--- config.mk ---
export PLATFORM = sky130hd
export DESIGN_NAME = ibex_instr_arbiter
export DESIGN_NICKNAME = d
export VERILOG_FILES = /design/src/rtl/ibex_instr_arbiter.sv
export SDC_FILE = /design/constraint.sdc
export NUM_CORES = 1
export LEC_CHECK = 0
export ABC_AREA = 1
export CORE_MARGIN = 5
export CORE_UTILIZATION = 21
export CTS_CLUSTER_SIZE = 10
export DETAILED_ROUTE_END_ITERATION = 16
export GPL_TIMING_DRIVEN = 0
export PLACE_DENSITY = 0.86
export RECOVER_POWER = 25
export SLEW_MARGIN = 40
export SYNTH_ARGS = -nofsm -noshare
export SYNTH_HDL_FRONTEND = slang
export SYNTH_SLANG_ARGS = --single-unit
--- constraint.sdc ---
create_clock -name clk_i -period 1.5 [get_ports clk_i]
set_clock_uncertainty 0.05 [all_clocks]
set_input_delay 0.3 -clock clk_i [delete_from_list [all_inputs] [get_ports clk_i]]
set_output_delay 0.3 -clock clk_i [all_outputs]
set_load 0.005 [all_outputs]
--- src/rtl/ibex_instr_arbiter.sv ---
// Two-requester arbiter that shares one in-order req/gnt/rvalid instruction port.
// An ID FIFO records who was granted, so each response is routed back to its issuer.
module ibex_instr_arbiter #(
   parameter int unsigned MaxOutstanding = 2,
   parameter int unsigned MemDataWidth   = 32
) (
   input  logic                    clk_i,
   input  logic                    rst_ni,
   input  logic [1:0]              req_i,
   input  logic [31:0]             addr0_i,
   input  logic [31:0]             addr1_i,
   output logic [1:0]              gnt_o,
   output logic [1:0]              rvalid_o,
   output logic [MemDataWidth-1:0] rdata_o,
   output logic                    err_o,
   output logic                    instr_req_o,
   output logic [31:0]             instr_addr_o,
   input  logic                    instr_gnt_i,
   input  logic                    instr_rvalid_i,
   input  logic [MemDataWidth-1:0] instr_rdata_i,
   input  logic                    instr_err_i,
   output logic                    busy_o,
   output logic                    spurious_rvalid_o
);

   localparam int unsigned CntW = $clog2(MaxOutstanding + 1);
   localparam int unsigned PtrW = (MaxOutstanding > 1) ? $clog2(MaxOutstanding) : 1;

   logic            r_lock_vld;
   logic            r_lock_id;
   logic            r_last;
   logic [CntW-1:0] r_count;
   logic [PtrW-1:0] r_wr_ptr;
   logic [PtrW-1:0] r_rd_ptr;
   logic            r_fifo [MaxOutstanding];

   logic w_full;
   logic w_sel;
   logic w_grant;
   logic w_resp;
   logic w_head;

   // Pointers wrap explicitly so non-power-of-two depths work.
   function automatic logic [PtrW-1:0] ptr_inc(input logic [PtrW-1:0] p);
      return (p == PtrW'(MaxOutstanding - 1)) ? '0 : p + PtrW'(1);
   endfunction

   // NOTE: every always_comb output gets a default first, so no path can infer a latch.
   always_comb begin
      w_sel = req_i[1];
      if (r_lock_vld) begin
         w_sel = r_lock_id;
      end else if (&req_i) begin
         w_sel = ~r_last;
      end
   end

   assign w_full       = (r_count == CntW'(MaxOutstanding));
   assign instr_req_o  = ~w_full & (r_lock_vld | (|req_i));
   assign instr_addr_o = w_sel ? addr1_i : addr0_i;
   assign w_grant      = instr_req_o & instr_gnt_i;
   assign w_head       = r_fifo[r_rd_ptr];
   // A response only counts when something is outstanding; otherwise it is flagged.
   assign w_resp       = instr_rvalid_i & (r_count != '0);

   always_comb begin
      gnt_o    = 2'b00;
      rvalid_o = 2'b00;
      if (w_grant) gnt_o[w_sel] = 1'b1;
      if (w_resp)  rvalid_o[w_head] = 1'b1;
   end

   assign rdata_o           = instr_rdata_i;
   assign err_o             = w_resp & instr_err_i;
   assign busy_o            = (r_count != '0);
   assign spurious_rvalid_o = instr_rvalid_i & (r_count == '0);

   // NOTE: sequential state uses non-blocking assignments so all registers update together.
   always_ff @(posedge clk_i or negedge rst_ni) begin
      if (!rst_ni) begin
         r_lock_vld <= 1'b0;
         r_lock_id  <= 1'b0;
         r_last     <= 1'b1;
         r_count    <= '0;
         r_wr_ptr   <= '0;
         r_rd_ptr   <= '0;
      end else begin
         if (w_grant) begin
            r_lock_vld <= 1'b0;
            r_last     <= w_sel;
            r_wr_ptr   <= ptr_inc(r_wr_ptr);
         end else if (instr_req_o) begin
            r_lock_vld <= 1'b1;
            r_lock_id  <= w_sel;
         end
         if (w_resp) r_rd_ptr <= ptr_inc(r_rd_ptr);
         case ({w_grant, w_resp})
            2'b10:   r_count <= r_count + CntW'(1);
            2'b01:   r_count <= r_count - CntW'(1);
            default: r_count <= r_count;
         endcase
      end
   end

   // NOTE: FIFO storage is not reset; entries are only read when r_count says they are valid.
   always_ff @(posedge clk_i) begin
      if (w_grant) r_fifo[r_wr_ptr] <= w_sel;
   end

endmodule
### Word level (Yosys, flattened, before mapping)

Memory sizes are Yosys's and may differ from the RTL's.
Cells that the tools add are included.
W data, S select, Z words.

| operators by class | value |
|---|---|
| $add $sub $neg | 4 |
| magnitude comparators | 4 |
| eq/ne operators | 3 |
| multiplexer cells | 16 |
| bitwise logic cells | 9 |
| reductions and logical operators | 9 |

Operators with widths:

| kind | count |
|---|---|
| $mux W32 | 1 |
| $mux W1 | 10 |
| $reduce_bool A2 Y1 | 3 |
| $and A1 B1 Y1 | 5 |
| $eq A2 B2 Y1 const B | 2 |
| $lt A1 B2 Y1 const B | 2 |
| $mux W2 | 2 |
| $pmux W2 S2 | 1 |
| $reduce_and A2 Y1 | 2 |
| $not A1 Y1 | 3 |
| $add A1 B1 Y1 const B | 2 |
| $add A2 B1 Y2 const B | 1 |
| $demux W1 S1 | 2 |
| $eq A2 B1 Y1 const B | 1 |
| $ge A1 B1 Y1 const B | 2 |
| $logic_and A1 B1 Y1 | 2 |
| $logic_not A2 Y1 | 1 |
| $reduce_or A2 Y1 | 1 |
| $sub A2 B1 Y2 const B | 1 |
| $or A1 B1 Y1 | 1 |

| word-level totals | value |
|---|---|
| bits in registers | 7 |
| memory bits (writable) | 2 |
| input bits | 103 |
| output and inout bits | 72 |
| logic and storage cells | 52 |
| memories kept | 1 |

Memory list:

| memory | words | width | rd ports | clocked after memory_dff | write ports | RTL line | source |
|---|---|---|---|---|---|---|---|
| r_fifo | 2 | 1 | 1 | 0 | 1 | 35 | `logic r_fifo [MaxOutstanding];` |

### Depth between registers and ports, before layout

Gate-level depths: netlist (run 1).

| depth | value |
|---|---|
| depth after elaboration | 8 |
| gate-level depth with buffers | 9 |
| mapped depth without buffers | 9 |

### Worst setup path after synthesis (run 1)

OpenSTA, ideal clock, no wires.

| timing path | value |
|---|---|
| path type | flip-flop to flip-flop |
| start point | reg r_count[0] |
| end point | reg r_count[1] |
| setup time | 123 ps |
| arrival | 1314 ps |
| data required time | 1327 ps |
| slack | 13 ps |
| cell stages (with the launch flop) | 7 |
| buffers on the path | 0 |
| period minus slack after synthesis | 1487 ps |
| cells stage by stage | dfrtp_1 -> inv_2 -> nand2_1 -> nand3_1 -> ha_1 -> nand3b_1 -> xor2_1 |

| between the ends | value |
|---|---|
| cells in the longest elaborated chain, start to end | 6 |
| elaborated cells on any way between the ends | 12 |
| those cells by class | add/sub: 2; eq/ne: 3; mux: 1; bitwise: 4; reduce/logical: 2 |

Ends and longest elaborated chain:

| what | RTL line | source |
|---|---|---|
| from (decl) | 32 | `logic [CntW-1:0] r_count;` |
| from (signal assigned) | 98 | `2'b10: r_count <= r_count + CntW'(1);` |
| from (signal assigned) | 99 | `2'b01: r_count <= r_count - CntW'(1);` |
| from (signal assigned) | 100 | `default: r_count <= r_count;` |
| $eq A2 B2 Y1 | 58 | `assign w_full = (r_count == CntW'(MaxOutstanding));` |
| $not A1 Y1 | 59 | `assign instr_req_o = ~w_full & (r_lock_vld \| (\|req_i));` |
| $and A1 B1 Y1 | 59 |  |
| $and A1 B1 Y1 | 61 | `assign w_grant = instr_req_o & instr_gnt_i;` |
| $eq A2 B1 Y1 / $eq A2 B2 Y1 (equally long branches) | 97 | `case ({w_grant, w_resp})` |
| $pmux W2 S2 / $reduce_bool A2 Y1 (equally long branches) | - |  |

Several ways; a longest one is shown, not always the timed one.
A chain may end at the register's enable or synchronous reset.

### Final worst setup path (run 1)

| timing path | value |
|---|---|
| start point | reg r_last |
| end point | out instr_addr_o[28] |

| between the ends | value |
|---|---|
| cells in the longest elaborated chain, start to end | 4 |

Ends and longest elaborated chain:

| what | RTL line | source |
|---|---|---|
| from (decl) | 31 | `logic r_last;` |
| from (signal assigned) | 90 | `r_last <= w_sel;` |
| $not A1 Y1 | 54 | `w_sel = ~r_last;` |
| $mux W1 | 53 | `end else if (&req_i) begin` |
| $mux W1 | 51 | `if (r_lock_vld) begin` |
| $mux W32 | 60 | `assign instr_addr_o = w_sel ? addr1_i : addr0_i;` |
| to (decl) | 17 | `output logic [31:0] instr_addr_o,` |

No other way between the ends.

==> results of run 1 <==
final cells by class:
type                            count  area [sq um]
Clock buffer                        4          45.0
Buffer                             37           320
Tap cell                           72          90.1
Multi-Input combinational cell    134           787
Sequential cell                     9           236
Timing Repair Buffer              174          1650
Inverter                           14          62.6
Fill cell                         478          2320
layout by cell type (no fill, tap or decap), types with 2 or more instances in the layout:
cell | Yosys | final
nand2_2 | 11 | 41
xor2_1 | 2 | 2
dlygate4sd3_1 | 0 | 5
buf_8 | 0 | 4
nor2_1 | 7 | 3
dfrtp_1 | 6 | 6
clkbuf_2 | 0 | 3
clkdlybuf4s50_1 | 0 | 93
buf_12 | 1 | 5
buf_6 | 2 | 21
nor2_4 | 0 | 2
nand2_4 | 1 | 4
buf_16 | 0 | 2
nand2_1 | 99 | 65
nand3_1 | 4 | 2
buf_4 | 35 | 45
buf_2 | 0 | 29
inv_2 | 2 | 4
nor2_2 | 0 | 2
edfxtp_1 | 2 | 2
dlygate4sd2_1 | 0 | 3
nand3_4 | 0 | 3
clkbuf_8 | 0 | 3
inv_1 | 11 | 8
per-stage QoR:
stage | hold WS, ns | TNS [ns] | setup WS (ns)
3_3_place_gp | 0.406 | -28.96 | -0.822
3_5_place_dp | 0.416 | -30.60 | -0.861
6_report | 0.365 | -15.59 | -0.521
4_1_cts | 0.300 | -15.23 | -0.498
5_1_grt | 0.378 | -17.97 | -0.573
2_1_floorplan | -0.0456 | 0 | 0.0133
how the worst max path moves through the flow:
| stage | start | endpoint | cells past startpoint |
|---|---|---|---|
| floorplan | r_count[0] | r_count[1] | 6 |
| global placement | req_i[0] | instr_addr_o[26] | 9 |
| detailed placement | req_i[0] | instr_addr_o[26] | 9 |
| CTS | r_last | instr_addr_o[7] | 9 |
| global route | r_last | instr_addr_o[28] | 9 |
| finish | r_last | instr_addr_o[28] | 9 |
registers in the layout, summed over array words and instances, names as in the netlist:
signal and cells:
r_count 2, r_lock_vld 1, r_last 1, r_fifo 2, r_wr_ptr 1, r_lock_id 1, r_rd_ptr 1
per-layer routing:
layer	GRT usage	vias up	routed length, um	part of all wire
li1	-	907	-	-
met1	0.152	814	2030	0.34
met2	0.270	84	3350	0.57
met3	0.0262	9	416	0.071
met4	0.0360	0	93	0.016
met5	0	-	0	0
power groups by stage:
stage / clock (W) / combinational (W) / sequential, W
after floorplan: 0 / 0.00123 / 0.000435
after global routing: 0.000299 / 0.00413 / 0.000472
after CTS: 0.000282 / 0.00340 / 0.000452
after detailed placement: 0 / 0.00264 / 0.000456
after global placement: 0 / 0.00259 / 0.000446
final: 0.000279 / 0.00383 / 0.000461
what timing repair did:
action                     CTS  global route
hold buffers                 0             0
pin swaps                   14            12
cloned                       2             0
setup endpoints to repair   42            42
buffers inserted            23             8
gates resized for setup    200            55
cell families after synthesis:
group | after synthesis | synth area share
buffers and inverters | 52 | 0.304
AND/OR/NAND/NOR | 127 | 0.451
AO/OA/AOI/OAI | 3 | 0.0127
XOR/XNOR | 3 | 0.0222
adder cells (fa/ha/maj) | 1 | 0.0106
flip-flops | 9 | 0.200
==> flow_summary.toml, run 1 <==
[synth]
async_flop_share = 0.778
synth_cell_types = 24
yosys-top-cells-area = "nand2_1 31%, buf_4 22%, dfrtp_1 13%"
seq_area_frac_synth = 0.200
yosysMostFrequentCell = "nand2_1"
synth_seq_cells = 9
synth_common_cells = "99 x nand2_1, 35 x buf_4, 11 x inv_1, 11 x nand2_2, 7 x nor2_1"
synth_top_area_frac = 0.314
synth_top_area_cell = "nand2_1"
syn_avg_cell_area_sq_um = 6.08
synth.net_count = 299
syn_area_sq_um = 1180
synth-edff-count = 2
yosysWarnings = 0
syn_inst = 195
ys.flop_type = "dfrtp_1"

[clock_tree]
cts-buffers-inserted = 3
clk_latency_ns = 0.23
htreeDepth = 1
numClockSinks = 9
clk_pin_slew_worst_paths_ns = 0.04
clk_path_buf_depth = 2
clock-root-buffer = "clkbuf_8"
cts_tree = "yes"

[routing]
drtIter0Drc = 25
detail_route.wl_per_cell_um = 13.3
route.vias.total = 1814
vias_per_cell = 4.09
ant_nets = 0
drc = 0
dr.pass1.iters = 4
wirelength_mm = 5.89

[worst_setup_path]
arrival_ns = 1.67
reg2reg_slack_ns = -0.10
critical-path-top-delay-family = "flip-flops"
crit_required_ns = 1.15
critical_path_buf_inv_count = 4
r2r_cells = 6
slowest_delay_ns = 0.55
cp_cell_sequence = "nand2_2 -> nand3_4 -> nand2_8 -> buf_12 -> buf_12 -> buf_16 -> nand2_4 -> nand2_2 -> buf_6"
reg2reg_to = "r_count[1]"
crit_type = "register to output pin"
cp-start-kind = "register"
end_kind = "output pin"
r2r_start = "r_lock_vld"
critical_path.max_fanout = 5
worst_path_max_delay_cell = "dfstp_2"

[final_layout]
instances_no_fill = 444
fin_nets = 477
antenna_cells = 0
fin_area_sq_um = 3190
layout-drive-gt1-share = 0.476
syn2layout_area_growth_pct = 169
fin_util = 0.579

[pwr]
p_switching_w = 0.00181
clockPowerShare = 0.061
p_comb_frac = 0.838
internal_power_w = 0.00276
total_power_w = 0.00456
power_leakage_nw = 1.61
power-per-cell-area_nw_per_um2 = 1430
seqPwrFrac = 0.101
peakVddDrop_mv = 0.939
p_sw_frac = 0.396

[floorplanning]
io_pins = 175
die_y_um = 85.1
rows = 27
core_area_sq_um = 5510
die_w_um = 85.1
start_util = 0.215
die-area_sq_um = 7240

[global_route]
grt_antenna_before_repair = 0
grt_usage = 0.139
grt_remaining_overflow = 0
grt_pass1_wl_mm = 8.34
grt_pass1_vias = 1806
grt_max_degree = 11

[timing]
tightest_slew_ns = 0.361
rsz0062_at_grt = "yes"
drv_slew = 0
finalHoldViolCount = 0
setup_violations = 38
slew_headroom = 0.759
finalWorstSetupSlack_ns = -0.521
fin_crit_sh = 1.35
fin_crit_ns = 2.02
timing.fmax_ghz = 0.495

[placed_design]
hpwl_mm = 4.49
placed_area_sq_um = 2700
placed_cells = 409
port_buffers = 142
routabilityCongestion = 0.737

[status]
outcome = "complete, but fails checks"
failed_checks = "setup timing"

[job]
drv_cap = 0

[min_path]
holdCritPathClass = "input port to asynchronous set/reset pin"
Power figures use the tool's default switching activity.
==> inputs of run 2 (changes only) <==
- ABC_CLOCK_PERIOD_IN_PS: unset -> 1500
- CAP_MARGIN: unset -> 20
- CORE_ASPECT_RATIO: unset -> 2
==> run 2 against run 1 <==
The run still ends with setup timing left. Via count is 4.0% higher. Sequential power hardly changed. Routed wire length is 3.4% higher. Clock-buffer cell count stayed put. Die area is 1.3% higher. Final cell count is 3.4% lower. Design area is 4.0% lower. Critical path type unchanged. Highest routed layer unchanged.
==> flow_summary.toml, run 2 (synthesis results as in run 1) <==
[floorplanning]
rows = 38
core_area_sq_um = 5470
die_y_um = 116
die_w_um = 63.1
die-area_sq_um = 7340
io_pins = 175
start_util = 0.217

[worst_setup_path]
crit_required_ns = 1.15
r2r_cells = 10
critical_path.max_fanout = 5
end_kind = "output pin"
cp-start-kind = "register"
arrival_ns = 1.53
crit_type = "register to output pin"

[routing]
dr.pass1.iters = 4
route.vias.total = 1887
wirelength_mm = 6.09
drc = 0
vias_per_cell = 4.40
ant_nets = 0
drtIter0Drc = 48
detail_route.wl_per_cell_um = 14.2

[placed_design]
routabilityCongestion = 0.754
port_buffers = 142
placed_area_sq_um = 2680
dpl_worst_slack_ns = -0.803
placed_cells = 397
hpwl_mm = 4.59

[global_route]
grt_usage = 0.150
grt_antenna_before_repair = 0
grt_remaining_overflow = 0
grt_max_degree = 8
grt_pass1_wl_mm = 8.94
grt_pass1_vias = 2039

[clock_tree]
clk_latency_ns = 0.24
clk_path_buf_depth = 2
postCtsHoldBufs = 0
clock-root-buffer = "clkbuf_8"
cts-buffers-inserted = 3
cts_tree = "yes"
numClockSinks = 9
clk_pin_slew_worst_paths_ns = 0.04
htreeDepth = 1

[status]
outcome = "complete, but fails checks"
failed_checks = "setup timing"

[final_layout]
fillers = 490
fin_area_sq_um = 3060
layout-drive-gt1-share = 0.496
instances_no_fill = 429
fin_nets = 474
syn2layout_area_growth_pct = 159
reg.largest.list = "r_count (2), r_fifo (2)"
layout_commonest_cell = "clkdlybuf4s50_1"
antenna_cells = 0
layout_common_cells = "94 x clkdlybuf4s50_1, 53 x nand2_1, 50 x nand2_2"

[min_path]
holdCritPathClass = "input port to asynchronous set/reset pin"

[pwr]
peakVddDrop_mv = 0.940
power-per-cell-area_nw_per_um2 = 1380
power_leakage_nw = 1.57

[timing]
rsz0062_at_grt = "yes"
finalHoldViolCount = 0
fin_crit_ns = 1.88
tns_ns = -12.23
drv_slew = 0
setup_violations = 39
tightest_slew_ns = 0.356
finalWorstSetupSlack_ns = -0.376
slew_headroom = 0.762
timing.fmax_ghz = 0.533
fin_crit_sh = 1.25

[job]
drv_cap = 0
-- run 2: changes by cell type in the layout (fill, tap and decap cells not counted), moves of 2 or more --
cell and change:
dlygate4sd2_1 +2, nand3_4 -2, buf_12 -4, clkbuf_2 -3
nand3_2 +2, buf_8 -3, nand2_1 -12, buf_2 +7
nand2_4 +4, nand2_2 +9
-- run 2: cell type report --
cell class                      instances  area [sq um]  area share
Tap cell                               60          75.1      0.0245
Multi-Input combinational cell        134           798       0.261
Clock buffer                            4          45.0      0.0147
Inverter                               14          62.6      0.0204
Timing Repair Buffer                  173          1570       0.512
Buffer                                 35           278      0.0907
Sequential cell                         9           236      0.0772
-- run 2: worst paths after layout --
check / start / to / slack, ns
min reg2reg: r_last / r_last / 0.44
min: rst_ni / r_lock_id / 0.36
max: r_last / instr_addr_o[29] / -0.38
min in group clk_i: r_last / r_last / 0.44
max reg2reg: r_count[1] / r_count[1] / -0.19
max in group asynchronous: rst_ni / r_last / 0.74
-- run 2: through the flow --
| stage | hold WS, ns | utilization | total power (W) |
|---|---|---|---|
| floorplan | -0.0456 | - | 0.00166 |
| global placement | 0.404 | 0.490 | 0.00303 |
| detailed placement | 0.422 | 0.490 | 0.00309 |
| CTS | 0.289 | 0.549 | 0.00413 |
| global route | 0.374 | 0.560 | 0.00456 |
| finish | 0.356 | 0.560 | 0.00422 |
-- run 2: metal layers --
metal	vias to the layer above	GRT usage	routed length, um
met4	0	0.0439	60
met3	5	0.0404	729
met1	834	0.136	1990
li1	901	-	-
met5	-	0	0
met2	147	0.309	3310
-- run 2: report_power, final --
| part | switching, W | total (W) | internal, W | leakage (nW) |
|---|---|---|---|---|
| logic | 0.00160 | 0.00348 | 0.00188 | 1.44 |
| registers | 0.0000750 | 0.000458 | 0.000383 | 0.101 |
| clock network | 0.000100 | 0.000286 | 0.000185 | 0.0228 |
| total | 0.00177 | 0.00422 | 0.00245 | 1.57 |
-- run 2: what timing repair did --
item | in CTS | in global routing
pin swaps | 17 | 14
resized for setup | 238 | 25
setup endpoints to repair | 42 | 41
cloned | 5 | 0
buffers inserted | 22 | 6
endpoints found under the hold margin | 0 | 0
-- run 2: critical path, stage by stage (launching register included) --
cell	delay (ns)
dfstp_2	0.54
nand2_2	0.05
nand3_2	0.07
nand2_4	0.10
buf_6	0.16
buf_16	0.14
nand2_4	0.05
nand2_2	0.06
buf_6	0.11
